===== src/rtl/dmem_arbiter_pkg.sv =====
`default_nettype none
// +------------------------------------------------------------------+
// | dmem_pkg                                                         |
// | Shared FSM state encoding and port identifiers for dmem_arbiter.  |
// | Rev 1.0                                                          |
// +------------------------------------------------------------------+
package dmem_pkg;

    typedef enum logic [1:0] {
        IDLE  = 2'd0,
        LOCK0 = 2'd1,
        LOCK1 = 2'd2
    } state_t;

    localparam logic PORT_CPU = 1'b0;
    localparam logic PORT_DBG = 1'b1;

endpackage
`default_nettype wire


===== src/rtl/dmem_arbiter_if.sv =====
`default_nettype none
// +------------------------------------------------------------------+
// | dmem_arbiter_if                                                  |
// | Requester and datamem bus signals for dmem_arbiter.              |
// | Rev 1.0                                                          |
// +------------------------------------------------------------------+
interface dmem_arbiter_if #(
    parameter int ADDRESS_WIDTH = 32,
    parameter int DATA_WIDTH    = 32
);
    logic                     req0;
    logic                     we0;
    logic                     lock0;
    logic [ADDRESS_WIDTH-1:0] addr0;
    logic [DATA_WIDTH-1:0]    wdata0;
    logic                     gnt0;
    logic                     rvalid0;
    logic [DATA_WIDTH-1:0]    rdata0;
    logic                     err0;

    logic                     req1;
    logic                     we1;
    logic                     lock1;
    logic [ADDRESS_WIDTH-1:0] addr1;
    logic [DATA_WIDTH-1:0]    wdata1;
    logic                     gnt1;
    logic                     rvalid1;
    logic [DATA_WIDTH-1:0]    rdata1;
    logic                     err1;

    logic                     mem_we;
    logic [ADDRESS_WIDTH-1:0] mem_a;
    logic [DATA_WIDTH-1:0]    mem_wd;
    logic [DATA_WIDTH-1:0]    mem_rd;

    modport slave (
        input  req0, we0, lock0, addr0, wdata0,
        input  req1, we1, lock1, addr1, wdata1,
        input  mem_rd,
        output gnt0, rvalid0, rdata0, err0,
        output gnt1, rvalid1, rdata1, err1,
        output mem_we, mem_a, mem_wd
    );

    modport master (
        output req0, we0, lock0, addr0, wdata0,
        output req1, we1, lock1, addr1, wdata1,
        output mem_rd,
        input  gnt0, rvalid0, rdata0, err0,
        input  gnt1, rvalid1, rdata1, err1,
        input  mem_we, mem_a, mem_wd
    );

endinterface
`default_nettype wire


===== src/rtl/dmem_arbiter_rr_arb2.sv =====
`default_nettype none
// +------------------------------------------------------------------+
// | rr_arb2                                                          |
// | Two-way round-robin pick producing a one-hot grant.              |
// | Rev 1.0                                                          |
// +------------------------------------------------------------------+
module rr_arb2 (
    input  wire logic [1:0] i_req,
    input  wire logic       i_rr_ptr,
    output logic      [1:0] o_gnt
);

    // Under contention the pointer names the winner.
    assign o_gnt[0] = i_req[0] & (~i_req[1] | ~i_rr_ptr);
    assign o_gnt[1] = i_req[1] & (~i_req[0] |  i_rr_ptr);

endmodule
`default_nettype wire


===== src/rtl/dmem_arbiter.sv =====
`default_nettype none
// +------------------------------------------------------------------+
// | dmem_arbiter                                                     |
// | Round-robin sharing of the data memory with bounded burst lock.  |
// | Rev 1.0                                                          |
// +------------------------------------------------------------------+
module dmem_arbiter
    import dmem_pkg::*;
#(
    parameter int ADDRESS_WIDTH = 32,
    parameter int DATA_WIDTH    = 32,
    parameter int MEM_AW        = 8,
    parameter int MAX_LOCK      = 8
) (
    input  wire logic     clk,
    input  wire logic     rst,
    dmem_arbiter_if.slave bus
);

    localparam int                 c_CNT_W    = $clog2(MAX_LOCK + 1);
    localparam logic [c_CNT_W-1:0] c_LOCK_MAX = c_CNT_W'(MAX_LOCK);

    state_t                   r_state;
    state_t                   w_state_nxt;
    logic                     r_rr_ptr;
    logic                     w_rr_ptr_nxt;
    logic [c_CNT_W-1:0]       r_lock_cnt;
    logic [c_CNT_W-1:0]       w_lock_cnt_nxt;
    logic [c_CNT_W-1:0]       w_lock_cnt_inc;
    logic [1:0]               r_block;
    logic [1:0]               w_block_nxt;

    logic [1:0]               w_req_arb;
    logic [1:0]               w_gnt;
    logic                     w_sel;
    logic                     w_beat;
    logic                     w_misal;
    logic                     w_we_sel;
    logic                     w_lock_sel;
    logic                     w_owner;
    logic                     w_owner_req;
    logic                     w_owner_lock;
    logic [ADDRESS_WIDTH-1:0] w_addr_sel;
    logic [DATA_WIDTH-1:0]    w_wdata_sel;

    logic [1:0]               r_rvalid;
    logic [1:0]               r_err;
    logic [DATA_WIDTH-1:0]    r_rdata0;
    logic [DATA_WIDTH-1:0]    r_rdata1;

    // A lock hides the other port from the arbiter entirely.
    always_comb begin
        w_req_arb = 2'b00;
        case (r_state)
            IDLE:    w_req_arb = {bus.req1, bus.req0};
            LOCK0:   w_req_arb = {1'b0, bus.req0};
            LOCK1:   w_req_arb = {bus.req1, 1'b0};
            default: w_req_arb = 2'b00;
        endcase
        if (rst) begin
            w_req_arb = 2'b00;
        end
    end

    rr_arb2 u_rr_arb2 (
        .i_req    (w_req_arb),
        .i_rr_ptr (r_rr_ptr),
        .o_gnt    (w_gnt)
    );

    assign w_beat       = |w_gnt;
    assign w_sel        = w_gnt[1] ? PORT_DBG : PORT_CPU;
    assign w_addr_sel   = w_sel ? bus.addr1  : bus.addr0;
    assign w_wdata_sel  = w_sel ? bus.wdata1 : bus.wdata0;
    assign w_we_sel     = w_sel ? bus.we1    : bus.we0;
    assign w_lock_sel   = w_sel ? bus.lock1  : bus.lock0;
    assign w_misal      = |w_addr_sel[1:0];

    assign w_owner      = (r_state == LOCK1);
    assign w_owner_req  = w_owner ? bus.req1  : bus.req0;
    assign w_owner_lock = w_owner ? bus.lock1 : bus.lock0;

    assign w_lock_cnt_inc = r_lock_cnt + c_CNT_W'(1);

    assign bus.gnt0   = w_gnt[0];
    assign bus.gnt1   = w_gnt[1];
    assign bus.mem_we = w_beat & w_we_sel & ~w_misal;
    assign bus.mem_a  = ADDRESS_WIDTH'(w_addr_sel[MEM_AW+1:2]);
    assign bus.mem_wd = w_wdata_sel;

    generate
        if (ADDRESS_WIDTH > MEM_AW + 2) begin : g_addr_hi
            logic w_unused_addr_hi;
            assign w_unused_addr_hi = ^w_addr_sel[ADDRESS_WIDTH-1:MEM_AW+2];
        end
    endgenerate

    always_ff @(posedge clk or posedge rst) begin
        if (rst) begin
            r_state    <= IDLE;
            r_rr_ptr   <= PORT_CPU;
            r_lock_cnt <= '0;
            r_block    <= 2'b00;
        end else begin
            r_state    <= w_state_nxt;
            r_rr_ptr   <= w_rr_ptr_nxt;
            r_lock_cnt <= w_lock_cnt_nxt;
            r_block    <= w_block_nxt;
        end
    end

    always_comb begin
        w_state_nxt    = r_state;
        w_rr_ptr_nxt   = r_rr_ptr;
        w_lock_cnt_nxt = r_lock_cnt;
        w_block_nxt    = r_block;
        case (r_state)
            IDLE: begin
                if (w_beat) begin
                    w_rr_ptr_nxt = ~w_sel;
                    // A port forced out by timeout spends one plain beat before it may lock again.
                    if (r_block[w_sel]) begin
                        w_block_nxt[w_sel] = 1'b0;
                    end else if (w_lock_sel) begin
                        w_state_nxt    = w_sel ? LOCK1 : LOCK0;
                        w_lock_cnt_nxt = c_CNT_W'(1);
                    end
                end
            end
            LOCK0, LOCK1: begin
                if (!w_owner_req) begin
                    w_state_nxt    = IDLE;
                    w_lock_cnt_nxt = '0;
                end else if (w_lock_cnt_inc >= c_LOCK_MAX) begin
                    w_state_nxt          = IDLE;
                    w_lock_cnt_nxt       = '0;
                    w_rr_ptr_nxt         = ~w_owner;
                    w_block_nxt[w_owner] = 1'b1;
                end else if (!w_owner_lock) begin
                    w_state_nxt    = IDLE;
                    w_lock_cnt_nxt = '0;
                end else begin
                    w_lock_cnt_nxt = w_lock_cnt_inc;
                end
            end
            default: begin
                w_state_nxt    = IDLE;
                w_lock_cnt_nxt = '0;
            end
        endcase
    end

    // Read data is captured here so no output path reaches mem_rd combinationally.
    always_ff @(posedge clk or posedge rst) begin
        if (rst) begin
            r_rvalid <= 2'b00;
            r_err    <= 2'b00;
            r_rdata0 <= '0;
            r_rdata1 <= '0;
        end else begin
            r_rvalid <= w_gnt;
            r_err    <= w_gnt & {2{w_misal}};
            if (w_gnt[0]) begin
                r_rdata0 <= (bus.we0 || w_misal) ? '0 : bus.mem_rd;
            end
            if (w_gnt[1]) begin
                r_rdata1 <= (bus.we1 || w_misal) ? '0 : bus.mem_rd;
            end
        end
    end

    assign bus.rvalid0 = r_rvalid[0];
    assign bus.rvalid1 = r_rvalid[1];
    assign bus.err0    = r_err[0];
    assign bus.err1    = r_err[1];
    assign bus.rdata0  = r_rdata0;
    assign bus.rdata1  = r_rdata1;

endmodule
`default_nettype wire


===== src/flat_wrapper.sv =====
// flat-port wrapper written by rule: the top's interface ports become plain ports
module dmem_arbiter_flat import dmem_pkg::*;
#(
    parameter int ADDRESS_WIDTH = 32,
    parameter int DATA_WIDTH    = 32,
    parameter int MEM_AW        = 8,
    parameter int MAX_LOCK      = 8
)
  (clk, rst, bus_req0, bus_we0, bus_lock0, bus_addr0, bus_wdata0, bus_req1, bus_we1, bus_lock1, bus_addr1, bus_wdata1, bus_mem_rd, bus_gnt0, bus_rvalid0, bus_rdata0, bus_err0, bus_gnt1, bus_rvalid1, bus_rdata1, bus_err1, bus_mem_we, bus_mem_a, bus_mem_wd);
  dmem_arbiter_if #(.ADDRESS_WIDTH(ADDRESS_WIDTH), .DATA_WIDTH(DATA_WIDTH)) bus_i ();
  input  wire logic clk;
  input  wire logic rst;
  input wire logic [$bits(bus_i.req0)-1:0] bus_req0;
  input wire logic [$bits(bus_i.we0)-1:0] bus_we0;
  input wire logic [$bits(bus_i.lock0)-1:0] bus_lock0;
  input wire logic [$bits(bus_i.addr0)-1:0] bus_addr0;
  input wire logic [$bits(bus_i.wdata0)-1:0] bus_wdata0;
  input wire logic [$bits(bus_i.req1)-1:0] bus_req1;
  input wire logic [$bits(bus_i.we1)-1:0] bus_we1;
  input wire logic [$bits(bus_i.lock1)-1:0] bus_lock1;
  input wire logic [$bits(bus_i.addr1)-1:0] bus_addr1;
  input wire logic [$bits(bus_i.wdata1)-1:0] bus_wdata1;
  input wire logic [$bits(bus_i.mem_rd)-1:0] bus_mem_rd;
  output wire logic [$bits(bus_i.gnt0)-1:0] bus_gnt0;
  output wire logic [$bits(bus_i.rvalid0)-1:0] bus_rvalid0;
  output wire logic [$bits(bus_i.rdata0)-1:0] bus_rdata0;
  output wire logic [$bits(bus_i.err0)-1:0] bus_err0;
  output wire logic [$bits(bus_i.gnt1)-1:0] bus_gnt1;
  output wire logic [$bits(bus_i.rvalid1)-1:0] bus_rvalid1;
  output wire logic [$bits(bus_i.rdata1)-1:0] bus_rdata1;
  output wire logic [$bits(bus_i.err1)-1:0] bus_err1;
  output wire logic [$bits(bus_i.mem_we)-1:0] bus_mem_we;
  output wire logic [$bits(bus_i.mem_a)-1:0] bus_mem_a;
  output wire logic [$bits(bus_i.mem_wd)-1:0] bus_mem_wd;
  assign bus_i.req0 = bus_req0;
  assign bus_i.we0 = bus_we0;
  assign bus_i.lock0 = bus_lock0;
  assign bus_i.addr0 = bus_addr0;
  assign bus_i.wdata0 = bus_wdata0;
  assign bus_i.req1 = bus_req1;
  assign bus_i.we1 = bus_we1;
  assign bus_i.lock1 = bus_lock1;
  assign bus_i.addr1 = bus_addr1;
  assign bus_i.wdata1 = bus_wdata1;
  assign bus_i.mem_rd = bus_mem_rd;
  assign bus_gnt0 = bus_i.gnt0;
  assign bus_rvalid0 = bus_i.rvalid0;
  assign bus_rdata0 = bus_i.rdata0;
  assign bus_err0 = bus_i.err0;
  assign bus_gnt1 = bus_i.gnt1;
  assign bus_rvalid1 = bus_i.rvalid1;
  assign bus_rdata1 = bus_i.rdata1;
  assign bus_err1 = bus_i.err1;
  assign bus_mem_we = bus_i.mem_we;
  assign bus_mem_a = bus_i.mem_a;
  assign bus_mem_wd = bus_i.mem_wd;
  dmem_arbiter #(.ADDRESS_WIDTH(ADDRESS_WIDTH), .DATA_WIDTH(DATA_WIDTH), .MEM_AW(MEM_AW), .MAX_LOCK(MAX_LOCK)) u_core (.clk(clk), .rst(rst), .bus(bus_i));
endmodule

===== config.mk =====
export PLATFORM = sky130hd
export DESIGN_NAME = dmem_arbiter_flat
export DESIGN_NICKNAME = d
export VERILOG_FILES = /design/src/rtl/dmem_arbiter_pkg.sv /design/src/rtl/dmem_arbiter_if.sv /design/src/rtl/dmem_arbiter_rr_arb2.sv /design/src/rtl/dmem_arbiter.sv /design/src/flat_wrapper.sv
export SDC_FILE = /design/constraint.sdc
export NUM_CORES = 1
export LEC_CHECK = 0
export ABC_CLOCK_PERIOD_IN_PS = 2800
export CORE_AREA = 2 2 117 119
export DETAILED_ROUTE_END_ITERATION = 10
export DIE_AREA = 0 0 119 121
export PLACE_DENSITY = 0.78
export SLEW_MARGIN = 5
export SYNTH_ARGS = -nofsm -noshare
export SYNTH_HDL_FRONTEND = slang
export SYNTH_SLANG_ARGS = --single-unit

===== constraint.sdc =====
create_clock -name clk -period 2.8 [get_ports clk]
set_input_delay 0.56 -clock clk [delete_from_list [all_inputs] [get_ports clk]]
set_output_delay 0.56 -clock clk [all_outputs]
set_load 0.05 [all_outputs]

After elaboration in Yosys (flattened, before gate mapping). Index checks and enable logic that the tools add are counted.

Add/subtract/negate cells: 1. Order comparisons: 5. Equal/unequal tests: 9. Muxes and demuxes: 41. Bitwise gates (word level): 16. Reduce and logical (&&, ||, !) cells: 13.

Operator list (count): $mux W32 (3); $mux W2 (12); $mux W4 (6); $mux W1 (12); $mux W10 (1); $ne A2 B1 Y1 const B (5); $pmux W2 S2 (2); $pmux W4 S2 (1); $reduce_and A4 Y1 (2); $not A1 Y1 (6); $pmux W2 S3 (1); $reduce_or A2 Y1 (3); $reduce_and A5 Y1 (1); $add A4 B1 Y4 const B (1); $and A1 B1 Y1 (4); $and A2 B2 Y2 (2); $ge A4 B4 Y1 const B (1); $lt A1 B2 Y1 const B (2); $ne A4 B4 Y1 const B (1); $reduce_and A3 Y1 (1); $demux W1 S1 (2); $eq A2 B1 Y1 const B (1); $eq A2 B2 Y1 const B (1); $ge A1 B1 Y1 const B (2); 9 further kinds (12).

Register bits after elaboration: 77. Input bits: 168. Output and inout bits: 135.

Logic depth before layout (Yosys ltp). Gate-level depths: netlist of the first run.

Depth after elaboration: 16. Gate-level depth with buffers: 9. Mapped depth without buffers: 8.

Modules after synthesis. A second synthesis of the first run with hierarchy kept.

Cells, all modules: 360. Area total of the unflattened synthesis: 3827.4 um^2.

Modules (own cells, without submodules): dmem_arbiter (instances 1, cells each 357, area each 3808.7 um^2, sequential area each 1926.8 um^2); rr_arb2 (instances 1, cells each 3, area each 18.8 um^2, sequential area each 0.0 um^2).

Worst setup path before layout of the first run. No wires, ideal clock.

Path type: register -> output. Start: register u_core.r_state[0]. End: output port bus_mem_we. Arrival time: 2.739 ns. Required time: 2.240 ns. Path slack: -0.499 ns. Cell stages (with the launch flop): 9. Path buffers: 1. Path through: dfrtp_1 -> inv_1 -> ha_1 -> or2_1 -> a311o_1 -> buf_6 -> clkinv_2 -> nand2_1 -> o21ai_0.

Elaborated cells on any way between the ends: 19. Classes of those cells: eq/ne (2); mux (5); bitwise (9); reduce/logical (3).

RTL lines: from (decl) (line dmem_arbiter.sv:23) `state_t r_state;`; from (signal assigned) (line dmem_arbiter.sv:105) `r_state <= w_state_nxt;`; $eq A2 B2 Y1 (tied with other cells) (line dmem_arbiter.sv:54) `case (r_state)`; $pmux W2 S3 * (line dmem_arbiter.sv:54); $mux W2 * (line dmem_arbiter.sv:60) `if (rst) begin`; $not A1 Y1 (line dmem_arbiter_rr_arb2.sv:14) `assign o_gnt[0] = i_req[0] & (~i_req[1] | ~i_rr_ptr);`; $or A1 B1 Y1 (line dmem_arbiter_rr_arb2.sv:14); $and A1 B1 Y1 * (line dmem_arbiter_rr_arb2.sv:14); via bus_gnt0 (line flat_wrapper.sv:24) `output wire logic [$bits(bus_i.gnt0)-1:0] bus_gnt0;`; $reduce_or A2 Y1 * (line dmem_arbiter.sv:71) `assign w_beat = |w_gnt;`; $and A1 B1 Y1 * (2 in series) (line dmem_arbiter.sv:87) `assign bus.mem_we = w_beat & w_we_sel & ~w_misal;`; to (decl) (line flat_wrapper.sv:32) `output wire logic [$bits(bus_i.mem_we)-1:0] bus_mem_we;`.

Mark *: on every way through the listed nets, which the timed path passes. The rest lies on a longest branch.

Worst setup path in the final report of the first run.
Start: register u_core.r_state[1]. End: output port bus_mem_we.

Word-level cells in the longest chain between the ends: 11. Elaborated cells on any way between the ends: 19. Classes of those cells: eq/ne (2); mux (5); bitwise (9); reduce/logical (3).

Ends and longest elaborated chain: $eq A2 B2 Y1 (tied with other cells) (line dmem_arbiter.sv:54); $pmux W2 S3 * (line dmem_arbiter.sv:54); $mux W2 * (line dmem_arbiter.sv:60); $not A1 Y1 (line dmem_arbiter_rr_arb2.sv:15) `assign o_gnt[1] = i_req[1] & (~i_req[0] | i_rr_ptr);`; $or A1 B1 Y1 (line dmem_arbiter_rr_arb2.sv:15); $and A1 B1 Y1 (line dmem_arbiter_rr_arb2.sv:15); $mux W1 (line dmem_arbiter.sv:72) `assign w_sel = w_gnt[1] ? PORT_DBG : PORT_CPU;`; $mux W10 (line dmem_arbiter.sv:73) `assign w_addr_sel = w_sel ? bus.addr1 : bus.addr0;`; $reduce_or A2 Y1 (line dmem_arbiter.sv:77) `assign w_misal = |w_addr_sel[1:0];`; $not A1 Y1 (line dmem_arbiter.sv:87); $and A1 B1 Y1 * (line dmem_arbiter.sv:87).

Every way passes the cells marked *; elsewhere a longest branch is shown, timed or not.

==> results of run 1 <==
[worst max-delay path by stage]
| stage | startpoint | to | slack, ps | depth (start not counted) |
|---|---|---|---|---|
| 6_report | u_core.r_state[1] | bus_mem_we | 30 | 8 |
| 5_1_grt | u_core.r_state[0] | bus_mem_wd[12] | -30 | 10 |
| 4_1_cts | rst | bus_mem_wd[26] | -40 | 7 |
| 3_5_place_dp | rst | bus_mem_wd[23] | -170 | 8 |
| 3_3_place_gp | rst | bus_mem_wd[23] | -170 | 8 |
| 2_1_floorplan | u_core.r_state[0] | bus_mem_we | -120 | 8 |
[worst max-delay path, stage by stage (launching register included)]
cell      delay, ps
dfrtp_1         420
buf_4           160
ha_4            150
or2_4           250
a311o_2         420
clkinv_2         60
nand2_1          60
o21ai_2         200
buf_12          160
[cell usage in the layout (no fill, tap or decap), types with 4 or more instances in the layout]
cell type        count
buf_12               8
nor2_1               6
nand2_2              6
nand2_1            123
o21ai_0              5
mux2i_1              4
conb_1              24
buf_6               24
a22o_1              65
clkdlybuf4s50_1    188
clkbuf_16           12
dfrtp_1             77
buf_4               39
[per-layer routing]
layer	part of all wire, %	vias to the layer above
met1	39	1949
met2	51	193
met3	7.7	24
li1	-	1809
met4	2.2	0
met5	0	-
[registers in the layout (all words and copies together) (netlist names)]
name               cells
u_core.r_block         2
u_core.r_state         2
u_core.r_rvalid        2
u_core.r_rr_ptr        1
u_core.r_err           2
u_core.bus.rdata1     32
u_core.bus.rdata0     32
u_core.r_lock_cnt      4
[through the flow]
stage / hold slack (ps) / instance area [µm²] / utilization, % / setup slack, ps / setup TNS [ps]
floorplan: 441.4 / 3860 / - / -123.8 / -123.8
global placement: 467.4 / 6267 / 47.90 / -165.9 / -4487
detailed placement: 467.3 / 6267 / 47.90 / -173.5 / -5566
CTS: 489.5 / 6720 / 51.36 / -36.79 / -246.2
global route: 472.4 / 7007 / 53.55 / -27.26 / -231.7
finish: 440.2 / 7007 / 53.55 / 30.03 / 0
[cells by family after synthesis]
group	after synthesis	synth area share, %
AND/OR/NAND/NOR	153	16.92
AO/OA/AOI/OAI	89	20.50
flip-flops	77	51.08
buffers and inverters	56	8.391
multiplexers	5	1.360
adder cells (fa/ha/maj)	5	1.658
other	1	0.09941
[final cells by class]
class	count	share of cell area (%)
clock buffer	11	3.607
sequential	77	27.50
timing repair buffer	268	39.43
clock inverter	5	1.179
inverter	7	0.5000
tap	176	3.143
multi-input combinational	277	24.64
[power breakdown]
group	switching [µW]	internal, µW
Combinational	2580	1580
Sequential	192	1400
Clock	445	830
Total	3210	3810
[what timing repair did]
item,in CTS,in global routing
gates resized for setup,30,31
buffers inserted,2,7
hold endpoints to repair,0,0
endpoints found under the setup margin,42,42
cloned,0,5
pin swaps,1,8
==> metrics.md, run 1 <==
| Metric | Value |
|---|---|
| Number of max-cap violations | `0` |
| Worst R2R Start | `u_core.r_state[1]` |
| Number of H-tree levels | `3` |
| Number of setup violations in the final report | `0` |
| GR Layer Usage met2 | `31.90%` |
| Final hold viol count | `0` |
| Fin crit share | `98.93%` |
| Fmax | `361.0 MHz` |
| Reg area | `1927 µm²` |
| Final cell count without fillers | `821` |
| Met3 GRT Util | `5.028%` |
| Outcome | `complete, no violations` |
| Site Rows | `42` |
| Critical path class | `reg -> out` |
| Commonest cells post-synth | `nand2_1 (129), dfrtp_1 (77), a22o_1 (65), buf_4 (24), clkbuf_1 (15)` |
| CTS root buf | `clkbuf_16` |
| Final WL | `14070 µm` |
| Slew @ Worst Pin | `561.2 ps` |
| Final nets | `813` |
| GRT overflow | `0` |
| Hold crit path type | `in -> async` |
| PD cells | `1002 nW/µm²` |
| CTS tree | `done` |
| Final setup skew | `2.671 ps` |
| VDD IR-drop max | `0.0005036 V` |
| Clk sinks | `77` |
| Max Root-Sink Buffers | `2` |
| P&R area growth vs syn | `85.74%` |
| Die area | `14400 µm²` |
| HPWL after DPL | `9975 µm` |
| Fillers | `1124` |
| Post-route ant nets | `0` |
| DR DRC count | `0` |
| Die W | `119 µm` |
| Most common cell in the netlist | `nand2_1` |
| Ys async rst share | `100.0%` |
| Post-synth top flop | `dfrtp_1` |
| Yosys reg bits | `77` |
| Overall die height | `121 µm` |
| Largest net degree at the start of global routing | `45` |
| Port bufs | `234` |
| CTS Buf Count | `9` |
| Critical path fanouts, max | `3` |
| Gate Count Post-Synth | `386` |
| P_leak | `0.003288 µW` |
| Io pins | `303` |
| Post-placement cell count | `791` |
| Startpoint types | `flop` |
| Pre-antenna DRT Iters | `4` |
| Total number of vias | `3975` |
| Worst skew pair latency | `330 ps` |
| Power, Total | `7024 µW` |
| Slew HR | `62.47%` |
| EDFF count, synth | `0` |
| Proportion of layout cells with a drive suffix above 1 | `18.91%` |
| Post-synth top area share | `51.08%` |
| Met1 Use GR | `19.90%` |
| GP Congestion | `0.8544` |
| Cell taking the most area after synthesis | `dfrtp_1` |
| Starting Density | `28.83%` |
| First-pass GRT wire length | `20220 µm` |
| Ant. Diodes | `0` |
| Worst reg-to-reg setup slack | `200 ps` |
| RR Endpoint | `u_core.r_lock_cnt[1]` |
| Core region area | `13090 µm²` |
| Worst Path Required | `2240 ps` |
| Mapped Area | `3772 µm²` |
| Via density | `4.842` |
| Min Tclk post-route | `2770 ps` |
| Library cells used by synthesis | `44` |
| Global Route Usage Sum | `17.69%` |
| Mean Syn Cell Area | `9.773 µm²` |
| Multi-input logic area | `1727 µm²` |
| Worst Path Arrival | `2210 ps` |
| Count of pins over their slew limit | `0` |
| Reg2reg path depth | `10` |
| Hold Buf Count CTS | `0` |
| Mean routed wirelength per cell | `17.14 µm` |
| Initial drt markers | `164` |
| Register area share after synthesis | `51.08%` |
| Synth warn | `0` |
| Crit path capture type | `output pin` |
| Initial antenna violation count | `0` |
| Vias in the first global route | `4028` |
| Most Crowded Layer GR | `met2` |
| Clock transition at path regs | `60 ps` |
| Area contributors post-synth | `dfrtp_1 (51%), a22o_1 (15%), nand2_1 (13%), buf_4 (4.8%), ha_1 (1.7%)` |
(Power assumes the default switching activity.)
==> inputs of run 2 (changes only) <==
TNS_END_PERCENT = 10   (was not set)
==> metrics.md, run 2 (synthesis gave the netlist of run 1 again) <==
| Metric | Value |
|---|---|
| Final WL | `14130 µm (+0.41%)` |
| Pre-antenna DRT Iters | `4 (unchanged)` |
| Core region area | `13090 µm² (unchanged)` |
| HPWL after DPL | `9975 µm (unchanged)` |
| Slew @ Worst Pin | `563.8 ps (+2.553 ps)` |
| Critical path fanouts, max | `10 (+7)` |
| GP Congestion | `0.8544 (unchanged)` |
| Commonest non-fill, non-tap cell in the layout | `clkdlybuf4s50_1` |
| Starting Density | `28.83% (unchanged)` |
| DR DRC count | `0 (unchanged)` |
| Count of pins over their slew limit | `0 (unchanged)` |
| Die W | `119 µm (unchanged)` |
| Setup WS post-layout | `24.91 ps (-5.120 ps)` |
| Most frequent cells in the layout | `clkdlybuf4s50_1 (189), nand2_1 (124), dfrtp_1 (77), a22o_1 (65), buf_4 (42)` |
| GRT overflow | `0 (unchanged)` |
| Io pins | `303 (unchanged)` |
| Critical path class | `in -> out` |
| Global Route Usage Sum | `17.69% (unchanged)` |
| P_leak | `0.003269 µW (-0.56%)` |
| Pre-CTS WS | `-173.5 ps (unchanged)` |
| Fmax | `360.3 MHz (-0.18%)` |
| Overall die height | `121 µm (unchanged)` |
| Clock transition at path regs | `60 ps (about the same)` |
| Placement Cell Area | `6267 µm² (unchanged)` |
| Hold crit path type | `in -> async` |
| Vias in the first global route | `4027 (-0.025%)` |
| Port bufs | `234 (unchanged)` |
| CTS Buf Count | `9 (unchanged)` |
| Min Tclk post-route | `2775 ps (+5.120 ps)` |
| CTS root buf | `clkbuf_16` |
| Clk sinks | `77 (unchanged)` |
| Hold Buf Count CTS | `0 (unchanged)` |
| Worst skew pair latency | `330 ps (about the same)` |
| Number of H-tree levels | `3 (unchanged)` |
| Post-placement cell count | `791 (unchanged)` |
| Final setup skew | `3.327 ps (+0.6561 ps)` |
| Final cell count without fillers | `820 (-0.12%)` |
| Worst Path Arrival | `2220 ps (about the same)` |
| PD cells | `1003 nW/µm² (about the same)` |
| Worst Path Required | `2240 ps (about the same)` |
| Outcome | `complete, no violations` |
| Max Root-Sink Buffers | `2 (unchanged)` |
| Fin crit share | `99.11% (+0.18 points)` |
| Slew HR | `62.30% (-0.17 points)` |
| Ant. Diodes | `0 (unchanged)` |
| Final Cell Area | `6980 µm² (-0.38%)` |
| CTS tree | `done` |
| VDD IR-drop max | `0.0005039 V (about the same)` |
| Mean routed wirelength per cell | `17.23 µm (+0.53%)` |
| First-pass GRT wire length | `20220 µm (unchanged)` |
| Crit path capture type | `output pin` |
| Die area | `14400 µm² (unchanged)` |
| Number of max-cap violations | `0 (unchanged)` |
| Proportion of layout cells with a drive suffix above 1 | `18.63% (-0.28 points)` |
| Initial drt markers | `159 (-3.0%)` |
| Final hold viol count | `0 (unchanged)` |
| Final nets | `812 (-0.12%)` |
| Reg area | `1927 µm² (unchanged)` |
| Post-route ant nets | `0 (unchanged)` |
| Startpoint types | `input pin` |
| Total number of vias | `3956 (-0.48%)` |
| Site Rows | `42 (unchanged)` |
| Fillers | `1128 (+0.36%)` |
| Initial antenna violation count | `0 (unchanged)` |
| Number of setup violations in the final report | `0 (unchanged)` |
| Via density | `4.824 (-0.36%)` |
| Multi-input logic area | `1724 µm² (-0.15%)` |
| P&R area growth vs syn | `85.04%` |
| Largest net degree at the start of global routing | `45 (unchanged)` |
[run 2: where the power goes]
group | switching [µW] | internal, µW | total [µW]
combinational | 2580 | 1560 | 4130
clock | 445 | 830 | 1280
sequential | 189 | 1400 | 1590
total | 3210 | 3790 | 7000
[run 2: worst paths after layout]
| path | from | end | slack (ps) | cells past startpoint |
|---|---|---|---|---|
| min in group clk | u_core.r_rr_ptr | u_core.r_rr_ptr | 490 | 1 |
| setup reg to reg | u_core.r_state[0] | u_core.r_lock_cnt[1] | 220 | 10 |
| hold / removal | rst | u_core.r_block[0] | 460 | 3 |
| setup / recovery | bus_req1 | bus_mem_a[4] | 20 | 8 |
| max in group asynchronous | rst | u_core.bus.rdata0[6] | 1760 | 4 |
| hold reg to reg | u_core.r_rr_ptr | u_core.r_rr_ptr | 490 | 1 |
[run 2: repair_timing]
item | CTS | global route
buffers inserted | 2 | 6
cloned | 0 | 5
pin swaps | 1 | 8
endpoints found under the setup margin | 42 | 42
resized for setup | 30 | 25
[run 2: routing by layer]
| metal | part of all wire [%] | vias to the layer above | global-route usage [%] |
|---|---|---|---|
| met5 | 0 | - | 0 |
| met4 | 1.9 | 0 | 6.399 |
| met3 | 7.6 | 20 | 5.028 |
| met2 | 51 | 209 | 31.90 |
| met1 | 39 | 1920 | 19.90 |
| li1 | - | 1807 | - |
[run 2: through the flow]
step	total power (µW)	util [%]	hold WS [ps]	setup TNS, ps
4_1_cts	6725	51.36	489.5	-246.2
6_report	7001	53.35	461.9	0
3_5_place_dp	5323	47.90	467.3	-5566
3_3_place_gp	5254	47.90	467.4	-4487
2_1_floorplan	4024	-	441.4	-123.8
5_1_grt	7285	53.35	490.2	-332.6
[run 2: cell type report]
cell class	instances	share of cell area, %
Clock buffer	11	3.621
Timing Repair Buffer	267	39.16
Multi-Input combinational cell	277	24.70
Tap cell	176	3.155
Sequential cell	77	27.60
Inverter	7	0.5736
Clock inverter	5	1.183
[run 2: critical path, cell delays in order]
cell	delay, ps
clkdlybuf4s50_1	710
o2111ai_4	210
buf_12	190
clkinv_8	70
clkbuf_16	150
nand2_1	70
nand2_1	70
buf_6	150
